`config.mk`:
```
export PLATFORM = sky130hd
export DESIGN_NAME = pipeline_hazard_ctrl
export DESIGN_NICKNAME = d
export VERILOG_FILES = /design/src/rtl/pipeline_hazard_ctrl_pkg.sv /design/src/rtl/fwd_select.sv /design/src/rtl/pipeline_hazard_ctrl.sv
export SDC_FILE = /design/constraint.sdc
export NUM_CORES = 1
export LEC_CHECK = 0
export BUFFER_PORTS_ARGS = -buffer_cell sky130_fd_sc_hd__buf_2
export CAP_MARGIN = 40
export CORE_AREA = 3 3 78 80
export DETAILED_ROUTE_END_ITERATION = 8
export DIE_AREA = 0 0 81 83
export PLACE_DENSITY = 0.64
export SLEW_MARGIN = 0
export SYNTH_ARGS = -nofsm -noshare
export SYNTH_HDL_FRONTEND = slang
export SYNTH_SLANG_ARGS = --single-unit
```
`constraint.sdc`:
```
create_clock -name clk -period 2.92 [get_ports clk]
set_clock_uncertainty 0.05 [all_clocks]
set_input_delay 0.584 -clock clk [delete_from_list [all_inputs] [get_ports clk]]
set_output_delay 0.584 -clock clk [all_outputs]
set_load 0.01 [all_outputs]
```
`src/rtl/pipeline_hazard_ctrl_pkg.sv`:
```
// Shared pipeline definitions: hazard FSM state encoding, operand forward-select
// codes and counter saturation limits.
package pipeline_hazard_ctrl_pkg;

    typedef enum logic [1:0] {
        RUN      = 2'd0,
        LD_STALL = 2'd1,
        FREEZE   = 2'd2
    } state_e;

    localparam logic [1:0] FWD_RF  = 2'b00;
    localparam logic [1:0] FWD_EX  = 2'b01;
    localparam logic [1:0] FWD_MEM = 2'b10;
    localparam logic [1:0] FWD_WB  = 2'b11;

    localparam logic [15:0] STALL_MAX = 16'hFFFF;
    localparam logic [7:0]  ANNUL_MAX = 8'hFF;

    // r0 is hardwired to zero, so it can never be a real dependency.
    function automatic logic regMatch(input logic [4:0] src, input logic [4:0] dst);
        return (src == dst) && (src != 5'd0);
    endfunction

endpackage

```
`src/rtl/fwd_select.sv`:
```
// Operand bypass selector for one ID source register; the youngest producer wins
// and EX-stage loads are skipped because their data does not exist yet.
module fwd_select
    import pipeline_hazard_ctrl_pkg::*;
(
    input  logic [4:0] rs_i,
    input  logic [4:0] exRd_i,
    input  logic       exRfEn_i,
    input  logic       exLoad_i,
    input  logic [4:0] memRd_i,
    input  logic       memRfEn_i,
    input  logic [4:0] wbRd_i,
    input  logic       wbRfEn_i,
    output logic [1:0] sel_o
);

    always_comb begin
        sel_o = FWD_RF;
        if (exRfEn_i && !exLoad_i && regMatch(rs_i, exRd_i)) begin
            sel_o = FWD_EX;
        end else if (memRfEn_i && regMatch(rs_i, memRd_i)) begin
            sel_o = FWD_MEM;
        end else if (wbRfEn_i && regMatch(rs_i, wbRd_i)) begin
            sel_o = FWD_WB;
        end
    end

endmodule

```
`src/rtl/pipeline_hazard_ctrl.sv`:
```
// Pipeline hazard controller: load-use stalls, memory-wait freezes, annulled
// delay-slot flushes, operand forwarding and saturating event counters.
module pipeline_hazard_ctrl
    import pipeline_hazard_ctrl_pkg::*;
(
    input  logic        clk,
    input  logic        clr,
    input  logic [4:0]  ID_rs1,
    input  logic [4:0]  ID_rs2,
    input  logic        ID_rs1_used,
    input  logic        ID_rs2_used,
    input  logic [4:0]  EX_RD,
    input  logic [4:0]  MEM_RD,
    input  logic [4:0]  WB_RD,
    input  logic        EX_RF_enable,
    input  logic        MEM_RF_enable,
    input  logic        WB_RF_enable,
    input  logic        EX_load,
    input  logic        ID_branch,
    input  logic        ID_taken,
    input  logic        ID_annul,
    input  logic        mem_wait,
    output logic        PC_LE,
    output logic        IF_ID_LE,
    output logic        ID_EX_LE,
    output logic        EX_MEM_LE,
    output logic        IF_ID_reset,
    output logic        ID_EX_reset,
    output logic [1:0]  fwd_A,
    output logic [1:0]  fwd_B,
    output logic [15:0] stall_cycles,
    output logic [7:0]  annul_count
);

    state_e      state_q, state_d;
    logic [15:0] stallCnt_q, stallCnt_d;
    logic [7:0]  annulCnt_q, annulCnt_d;
    logic        loadUse;
    logic        annulSlot;
    logic        annulEvt;

    assign loadUse = EX_load && EX_RF_enable && (EX_RD != 5'd0) &&
                     ((ID_rs1_used && (ID_rs1 == EX_RD)) ||
                      (ID_rs2_used && (ID_rs2 == EX_RD)));
    assign annulSlot = ID_branch && ID_annul && !ID_taken;

    fwd_select uFwdA (
        .rs_i      (ID_rs1),
        .exRd_i    (EX_RD),
        .exRfEn_i  (EX_RF_enable),
        .exLoad_i  (EX_load),
        .memRd_i   (MEM_RD),
        .memRfEn_i (MEM_RF_enable),
        .wbRd_i    (WB_RD),
        .wbRfEn_i  (WB_RF_enable),
        .sel_o     (fwd_A)
    );

    fwd_select uFwdB (
        .rs_i      (ID_rs2),
        .exRd_i    (EX_RD),
        .exRfEn_i  (EX_RF_enable),
        .exLoad_i  (EX_load),
        .memRd_i   (MEM_RD),
        .memRfEn_i (MEM_RF_enable),
        .wbRd_i    (WB_RD),
        .wbRfEn_i  (WB_RF_enable),
        .sel_o     (fwd_B)
    );

    always_comb begin
        state_d     = state_q;
        PC_LE       = 1'b1;
        IF_ID_LE    = 1'b1;
        ID_EX_LE    = 1'b1;
        EX_MEM_LE   = 1'b1;
        IF_ID_reset = 1'b0;
        ID_EX_reset = 1'b0;
        annulEvt    = 1'b0;

        case (state_q)
            RUN: begin
                if (mem_wait) begin
                    {PC_LE, IF_ID_LE, ID_EX_LE, EX_MEM_LE} = 4'b0000;
                    state_d = FREEZE;
                end else if (loadUse) begin
                    PC_LE       = 1'b0;
                    IF_ID_LE    = 1'b0;
                    ID_EX_reset = 1'b1;
                    state_d     = LD_STALL;
                end else if (annulSlot) begin
                    IF_ID_reset = 1'b1;
                    annulEvt    = 1'b1;
                end
            end
            LD_STALL, FREEZE: begin
                if (mem_wait) begin
                    {PC_LE, IF_ID_LE, ID_EX_LE, EX_MEM_LE} = 4'b0000;
                    state_d = FREEZE;
                end else begin
                    state_d = RUN;
                end
            end
            default: state_d = RUN;
        endcase

        // Reset must present idle controls even if hazard inputs are already active.
        if (!clr) begin
            state_d     = RUN;
            PC_LE       = 1'b1;
            IF_ID_LE    = 1'b1;
            ID_EX_LE    = 1'b1;
            EX_MEM_LE   = 1'b1;
            IF_ID_reset = 1'b0;
            ID_EX_reset = 1'b0;
            annulEvt    = 1'b0;
        end
    end

    always_comb begin
        stallCnt_d = stallCnt_q;
        annulCnt_d = annulCnt_q;
        if (!PC_LE && (stallCnt_q != STALL_MAX)) begin
            stallCnt_d = stallCnt_q + 16'd1;
        end
        if (annulEvt && (annulCnt_q != ANNUL_MAX)) begin
            annulCnt_d = annulCnt_q + 8'd1;
        end
    end

    always_ff @(posedge clk or negedge clr) begin
        if (!clr) begin
            state_q    <= RUN;
            stallCnt_q <= 16'd0;
            annulCnt_q <= 8'd0;
        end else begin
            state_q    <= state_d;
            stallCnt_q <= stallCnt_d;
            annulCnt_q <= annulCnt_d;
        end
    end

    assign stall_cycles = stallCnt_q;
    assign annul_count  = annulCnt_q;

endmodule

```
==> results.py, run 1 <==
metrics = {
    "outcome": {
        "status": "completed",
    },
    "grt": {
        "grtUsageTotal_pct": 13.58,
        "grt_max_degree": 25,
        "globalRouteOverflowTotal": 0,
        "grt_pass1_wl_um": 7383,
        "antenna_found_initial": 0,
        "first_global_vias": 1596,
    },
    "pwr": {
        "p_per_area_nw_per_um2": 457.6,
        "sw_frac_of_total_pct": 33.78,
        "seqPwrFrac_pct": 46.2,
        "leakagePower_nw": 1.147,
        "combPwrFrac_pct": 31.8,
        "switchingPower_mw": 0.3632,
        "p_clk_share_pct": 22.0,
        "p_int_mw": 0.7120,
        "peakVddDrop_v": 0.0002504,
    },
    "detailed_routing": {
        "wirelength_um": 4311,
        "drtIter0Drc": 38,
        "vias": 1582,
        "vias_per_cell": 4.722,
        "antenna_left": 0,
        "drtPass1Iterations": 4,
        "drc": 0,
        "routedWlPerCell_um": 12.87,
    },
    "cells_and_area": {
        "finish.utilization_pct": 42.94,
        "area_growth_pct": 25.70,
        "drive_above_1_share_pct": 38.40,
        "most-common-layout-cells": "buf_2, xor2_1, dfrtp_1",
        "nets": 305,
        "final_common_cell": "buf_2",
        "fill_cells": 588,
        "diodes": 0,
    },
    "timing": {
        "tightest_slew_ns": 0.4289,
        "relSlewSlack_pct": 71.14,
        "timing.fmax_mhz": 369.6,
        "post-route-period-util_pct": 92.65,
        "finalSetupViolCount": 0,
        "slew_viol_final": 0,
        "tns_ns": 0,
        "grt_setup_unrepaired": "false",
        "hold_viol": 0,
        "fin_crit_ns": 2.705,
    },
    "worst_setup_path": {
        "cp-endpoint": "IF_ID_LE",
        "critical_path_required_ns": 2.29,
        "r2r_start": "stall_cycles[6]",
        "r2r_setup_slack_ns": 0.75,
        "path_max_fanout": 12,
        "worstSetupStartpoint": "EX_RD[2]",
        "critical_path.startpoint_type": "input pin",
        "crit_arrival_ns": 2.07,
        "timing.rr.end": "stall_cycles[13]",
        "crit_path_end_kind": "output pin",
        "reg2reg_depth": 7,
        "crit_type": "in -> out",
    },
    "yosys": {
        "ys_seq_area_share_pct": 34.81,
        "synth_ff_type": "dfrtp_1",
        "synthesis.nets": 231,
        "synthCells": 190,
        "synth_area_leaders": "dfrtp_1, xor2_1, xnor2_1, nand2_1, nand3_1",
        "async_reset_ff_share_pct": 100.0,
        "synth_cell_types": 39,
        "avgSynthCellArea_um2": 9.838,
        "yosys.area.top_type": "dfrtp_1",
        "synth_edf_count": 0,
        "synth_top_area_share_pct": 34.81,
        "synth_area_um2": 1869,
        "synth-seq-cells": 26,
        "yosysWarnings": 0,
    },
    "die": {
        "row_count": 27,
        "initial_core_util_pct": 34.16,
        "coreArea_um2": 5473,
        "ios": 71,
        "die_w_um": 81,
        "die_area_um2": 6723,
        "die_y_um": 83,
    },
    "flow_run": {
        "cap_violations": 0,
    },
    "clock_tree": {
        "cts.clk_slew.worst_paths_ns": 0.09,
        "numCtsBuffers": 3,
        "cts_resized": 0,
        "cts-root-buf": "clkbuf_8",
        "cts_tree": "built",
        "cts_hold_buf": 0,
        "h-tree-depth": 1,
        "clock_path_buffers": 2,
        "clkLatencyLatePin_ns": 0.27,
        "postCtsSetupBuffers": 0,
        "cts_sinks": 26,
    },
    "hold_path": {
        "hp-class": "in -> async",
    },
    "placement": {
        "dpl.hpwl_um": 3610,
        "gp_congestion": 0.8274,
        "portBuffers": 70,
    },
}
==> cell type report <==
cell class,count,area (um2),share of cell area [%]
flip-flops and latches,26,650.6,27.69
clock buffers,4,55.05,2.343
well taps,72,90.09,3.834
multi-input cells,154,1159,49.31
inverters,6,22.52,0.9585
repair buffers,73,372.9,15.87
==> cells in the mapped netlist, types with 2 or more instances <==
master / n
xor2_1: 28
dfrtp_1: 26
nand2_1: 18
xnor2_1: 18
nor2_1: 13
nand3_1: 11
and3_1: 7
inv_1: 6
nand2b_1: 5
nand4_1: 5
nor3_2: 5
nor4_1: 5
ha_1: 4
mux2_2: 4
and3_4: 3
nor3_1: 3
a21oi_1: 2
buf_4: 2
buf_6: 2
nor3b_1: 2
nor3b_2: 2
o21a_1: 2
==> through the flow <==
step	setup WS, ns	area, um2	std cells	power (mW)	hold WS, ns
floorplan	0.4544	1869	190	0.6990	0.2384
global placement	0.2165	2295	331	0.8502	0.3621
detailed placement	0.2040	2295	331	0.8537	0.3603
CTS	0.2034	2350	335	1.095	0.05873
global route	0.06054	2350	335	1.156	0.05475
finish	0.2146	2350	335	1.075	0.06639
==> worst max-delay path, stage by stage <==
cell and delay (ns):
buf_2 0.13, xor2_1 0.16, nor3_1 0.30, nand3_1 0.18, a21oi_4 0.27, o221ai_4 0.25
buf_2 0.21
==> power by group through the flow <==
stage | Clock, mW | Combinational (mW) | Sequential, mW
final | 0.236 | 0.342 | 0.497
after global routing | 0.263 | 0.381 | 0.512
after CTS | 0.247 | 0.348 | 0.499
after detailed placement | 0 | 0.348 | 0.506
after global placement | 0 | 0.346 | 0.504
after floorplan | 0 | 0.172 | 0.527
==> worst min path at each step <==
stage | cells past startpoint | from | end | slack, ns
CTS | 1 | clr | state_q[0] | 0.06
global route | 1 | clr | state_q[0] | 0.05
floorplan | 0 | clr | annul_count[0] | 0.24
finish | 1 | clr | state_q[0] | 0.07
detailed placement | 1 | clr | state_q[0] | 0.36
global placement | 1 | clr | state_q[0] | 0.36
==> state kept, by name, indices dropped and copies added, names as in the netlist <==
name,flops
state_q,2
annul_count,8
stall_cycles,16
==> logic make-up (layout without fill, tap and decap cells) <==
group | after synthesis | after routing | share of synthesized area [%]
AND/OR/NAND/NOR | 89 | 89 | 29.05
XOR/XNOR | 46 | 46 | 21.55
flip-flops | 26 | 26 | 34.81
AO/OA/AOI/OAI | 11 | 11 | 6.292
buffers and inverters | 10 | 83 | 3.212
adder cells (fa/ha/maj) | 4 | 4 | 2.677
multiplexers | 4 | 4 | 2.409
==> metal layers <==
metal / vias up / track usage (%) / wire length (um)
li1: 803 / - / -
met1: 749 / 16.52 / 1828
met2: 24 / 23.97 / 2245
met3: 6 / 2.928 / 165
met4: 0 / 3.072 / 71
met5: - / 0 / 0
(Power assumes the default switching activity.)
==> run 2: changes to the inputs <==
- CORE_AREA: 3 3 78 80 -> 3 3 74 83
- DIE_AREA: 0 0 81 83 -> 0 0 77 86
- PLACE_DENSITY: 0.64 -> 0.65
==> run 2 against run 1 <==
Compared with the run above: wire length down 1.7%; largest cell class unchanged; critical path depth stayed put; non-clock buffer count did not move; register-to-register slack got worse by 0.02 ns; power rose by 5.3%; fmax is 0.90% higher; setup slack gained 0.024 ns; combinational power barely moved; first-iteration DRC count down 42%; critical endpoint unchanged; sequential share of layout area is 0.23 points lower.
==> results.py, run 2 (synthesis gave the netlist of run 1 again) <==
metrics = {
    "timing": {
        "hold_viol": 0,
        "timing.fmax_mhz": 373.0,
        "fin_crit_ns": 2.681,
        "post-route-period-util_pct": 91.82,
        "tightest_slew_ns": 0.4110,
        "timing.final.ws_setup_ns": 0.2387,
        "finalSetupViolCount": 0,
        "tns_ns": 0,
        "grt_setup_unrepaired": "false",
        "slew_viol_final": 0,
        "relSlewSlack_pct": 72.60,
    },
    "cells_and_area": {
        "nets": 305,
        "largest_register_ffs": 16,
        "final-instance-count-excl-fill": 338,
        "drive_above_1_share_pct": 38.40,
        "most-common-layout-cells": "buf_2, xor2_1, dfrtp_1",
        "diodes": 0,
        "final_common_cell": "buf_2",
        "multi_input_area_um2": 1159,
        "final_area_um2": 2370,
        "fill_cells": 547,
        "area_growth_pct": 26.77,
        "seqCellArea_um2": 650.6,
    },
    "placement": {
        "gp_congestion": 0.8225,
        "pre_cts_slack_ns": 0.2188,
        "dp_cells": 334,
        "portBuffers": 70,
        "place_area_um2": 2298,
        "dpl.hpwl_um": 3452,
    },
    "detailed_routing": {
        "drtIter0Drc": 22,
        "drc": 0,
        "drtPass1Iterations": 4,
        "vias_per_cell": 4.672,
        "vias": 1579,
        "antenna_left": 0,
        "wirelength_um": 4239,
        "routedWlPerCell_um": 12.54,
    },
    "worst_setup_path": {
        "path_max_fanout": 12,
        "critical_path_required_ns": 2.29,
        "crit_type": "in -> out",
        "critical_path.startpoint_type": "input pin",
        "crit_arrival_ns": 2.05,
        "crit_path_end_kind": "output pin",
    },
    "die": {
        "die_y_um": 86,
        "die_area_um2": 6622,
        "coreArea_um2": 5360,
        "initial_core_util_pct": 34.87,
        "row_count": 28,
        "ios": 71,
        "die_w_um": 77,
    },
    "clock_tree": {
        "clkLatencyLatePin_ns": 0.27,
        "cts.clk_slew.worst_paths_ns": 0.09,
        "cts_sinks": 26,
        "cts-root-buf": "clkbuf_8",
        "cts_hold_buf": 0,
        "postCtsSetupBuffers": 0,
        "numCtsBuffers": 3,
        "clock_path_buffers": 2,
        "cts_resized": 0,
        "cts_tree": "built",
        "h-tree-depth": 1,
    },
    "grt": {
        "grt_pass1_wl_um": 7051,
        "first_global_vias": 1519,
        "globalRouteOverflowTotal": 0,
        "grtUsageTotal_pct": 13.00,
        "grt_max_degree": 25,
        "antenna_found_initial": 0,
    },
    "hold_path": {
        "hp-class": "in -> async",
    },
    "outcome": {
        "status": "completed",
    },
    "pwr": {
        "peakVddDrop_v": 0.0003224,
        "leakagePower_nw": 1.154,
        "p_per_area_nw_per_um2": 477.6,
        "power_mw": 1.132,
    },
    "flow_run": {
        "cap_violations": 0,
    },
}
## run 2: per-layer routing
layer  GRT usage (%)  vias up  part of all wire, %
met5               0        -                    0
li1                -      806                    -
met4           4.531        0                  1.0
met1           16.64      727                   45
met2           22.27       42                   49
met3           2.101        4                  4.9
## run 2: through the flow
step	utilization [%]	hold slack [ns]
after floorplan	-	0.2384
after global placement	42.88	0.3502
after detailed placement	42.88	0.3507
after CTS	44.21	0.05516
after global routing	44.21	0.04996
final	44.21	0.06111
## run 2: path summary, 6_finish.rpt
| path | from | endpoint | slack (ns) | cells past startpoint |
|---|---|---|---|---|
| max | ID_rs2[4] | IF_ID_LE | 0.24 | 7 |
| min | clr | state_q[1] | 0.06 | 1 |
| max reg2reg | stall_cycles[6] | stall_cycles[13] | 0.73 | 7 |
| min reg2reg | stall_cycles[9] | stall_cycles[9] | 0.45 | 1 |
| max in group asynchronous | clr | annul_count[6] | 2.26 | 2 |
| min in group clk | stall_cycles[9] | stall_cycles[9] | 0.45 | 1 |
## run 2: area by class of cell
type / instances / share of cell area, %
Clock inverter: 1 / 1.267
Clock buffer: 3 / 1.742
Inverter: 6 / 0.9504
Multi-Input combinational cell: 154 / 48.89
Sequential cell: 26 / 27.46
Tap cell: 75 / 3.960
Timing Repair Buffer: 73 / 15.73
## run 2: where the power goes
group / switching [mW] / leakage (nW) / internal, mW
sequential: 0.0717 / 0.340 / 0.426
combinational: 0.175 / 0.778 / 0.165
clock: 0.111 / 0.0357 / 0.183
total: 0.358 / 1.15 / 0.774
## run 2: worst max-delay path, cell delays in order
cell      delay (ns)
buf_2           0.14
xor2_1          0.18
a221oi_2        0.27
nand3_2         0.14
a21oi_4         0.28
o221ai_4        0.25
buf_2           0.20
==> run 3: changes to the inputs <==
- CORE_AREA: 3 3 74 83 -> 2 2 73 82
- DIE_AREA: 0 0 77 86 -> 0 0 75 84
- PLACE_DENSITY: 0.65 -> unset
==> run 3 against run 2 <==
Compared with the run above: combinational power is essentially flat; critical path type unchanged; highest routed layer unchanged; utilization shrank 1.8 points; flip-flop and latch count stayed put; clock-buffer cell count rose by 1; critical path depth stayed put; sequential share of layout area is 0.16 points higher; first-iteration DRC count grew 140%; via count up 0.51%.
==> results.py, run 3 (synthesis gave the netlist of run 1 again) <==
metrics = {
    "worst_setup_path": {
        "crit_path_frequent_cell": "buf_2",
        "path_max_fanout": 15,
        "r2r_setup_slack_ns": 0.74,
        "timing.rr.end": "stall_cycles[13]",
        "slowest_stage": "o221ai_4",
        "cp_slowest_stage_delay_ns": 0.28,
        "crit_arrival_ns": 2.09,
        "crit_path_end_kind": "output pin",
        "reg2reg_depth": 7,
        "worstPathCellList": "buf_2, xor2_1, nor3_1, nand3_1, a21oi_4, o221ai_4, buf_2",
        "critical_path.startpoint_type": "input pin",
        "r2r_start": "stall_cycles[5]",
        "critical_path_required_ns": 2.29,
        "crit_type": "in -> out",
    },
    "timing": {
        "tightest_slew_ns": 0.5137,
        "fin_crit_ns": 2.720,
        "post-route-period-util_pct": 93.16,
        "grt_setup_unrepaired": "false",
        "relSlewSlack_pct": 65.75,
        "worst_hold_slack_ns": 0.1210,
        "timing.fmax_mhz": 367.6,
        "hold_viol": 0,
        "finalSetupViolCount": 0,
        "slew_viol_final": 0,
        "tns_ns": 0,
    },
    "clock_tree": {
        "clock_path_buffers": 2,
        "cts-root-buf": "clkbuf_8",
        "cts_resized": 0,
        "numCtsBuffers": 3,
        "clkLatencyLatePin_ns": 0.27,
        "cts_tree": "built",
        "cts.clk_slew.worst_paths_ns": 0.08,
        "postCtsSetupBuffers": 0,
        "h-tree-depth": 1,
        "cts_hold_buf": 0,
        "cts_sinks": 26,
    },
    "detailed_routing": {
        "antenna_left": 0,
        "drtIter0Drc": 53,
        "drtPass1Iterations": 4,
        "drc": 0,
        "routedWlPerCell_um": 12.21,
        "wirelength_um": 4152,
        "vias_per_cell": 4.668,
        "vias": 1587,
    },
    "cells_and_area": {
        "final_common_cell": "buf_2",
        "finish.utilization_pct": 42.44,
        "diodes": 0,
        "nets": 305,
        "largest_register_ffs": 16,
        "drive_above_1_share_pct": 38.40,
        "most-common-layout-cells": "buf_2, xor2_1, dfrtp_1",
        "area_growth_pct": 26.04,
    },
    "grt": {
        "antenna_found_initial": 0,
        "grt_pass1_wl_um": 7024,
        "grtUsageTotal_pct": 14.10,
        "globalRouteOverflowTotal": 0,
        "first_global_vias": 1547,
        "grt_max_degree": 20,
    },
    "die": {
        "initial_core_util_pct": 33.67,
        "row_count": 29,
        "ios": 71,
        "die_w_um": 75,
        "die_y_um": 84,
        "die_area_um2": 6300,
        "coreArea_um2": 5552,
    },
    "placement": {
        "portBuffers": 70,
        "dpl.hpwl_um": 3420,
        "gp_congestion": 0.7655,
    },
    "pwr": {
        "power_mw": 1.067,
        "leakagePower_nw": 1.147,
        "peakVddDrop_v": 0.0003175,
        "p_per_area_nw_per_um2": 452.8,
    },
    "outcome": {
        "status": "completed",
    },
    "hold_path": {
        "hp-class": "in -> async",
    },
    "flow_run": {
        "cap_violations": 0,
    },
}
## run 3: cell count changes in the layout (fill, tap and decap cells not counted)
cell	previous run	this run
bufinv_16	1	0
clkbuf_8	3	4
## run 3: where the power goes
group	leakage [nW]	internal, mW	switching [mW]
clock	0.0288	0.120	0.109
sequential	0.340	0.426	0.0723
combinational	0.778	0.165	0.174
## run 3: final cells by class
cell class	count	area [um2]
inverters	6	22.52
repair buffers	73	372.9
multi-input cells	154	1159
well taps	77	96.34
flip-flops and latches	26	650.6
fillers	574	3196
clock buffers	4	55.05
## run 3: worst max-delay path by stage
stage	from	endpoint	slack [ns]	cells past startpoint
6_report	EX_RD[1]	PC_LE	0.20	7
5_1_grt	ID_rs1[2]	PC_LE	0.05	7
4_1_cts	EX_RD[1]	PC_LE	0.20	7
3_5_place_dp	EX_RD[1]	PC_LE	0.19	7
3_3_place_gp	ID_rs2[4]	IF_ID_LE	0.22	7
2_1_floorplan	EX_RD[2]	PC_LE	0.45	7
## run 3: critical path: cells and delay by family
family	cells	cell delay, ns
compound gates	2	0.55
simple gates	2	0.43
buf+inv	2	0.35
xor+xnor	1	0.16
## run 3: metal layers
layer / global-route usage, % / routed length (um) / vias up
li1: - / - / 806
met1: 18.68 / 1846 / 731
met2: 22.33 / 1988 / 44
met3: 2.657 / 243 / 6
met4: 5.357 / 73 / 0
met5: 0 / 0 / -
## run 3: per-stage QoR
step	std cells	cell area [um2]	setup slack, ns
2_1_floorplan	190	1869	0.4544
3_3_place_gp	336	2301	0.2222
3_5_place_dp	336	2301	0.1895
4_1_cts	340	2356	0.1954
5_1_grt	340	2356	0.05046
6_report	340	2356	0.1996
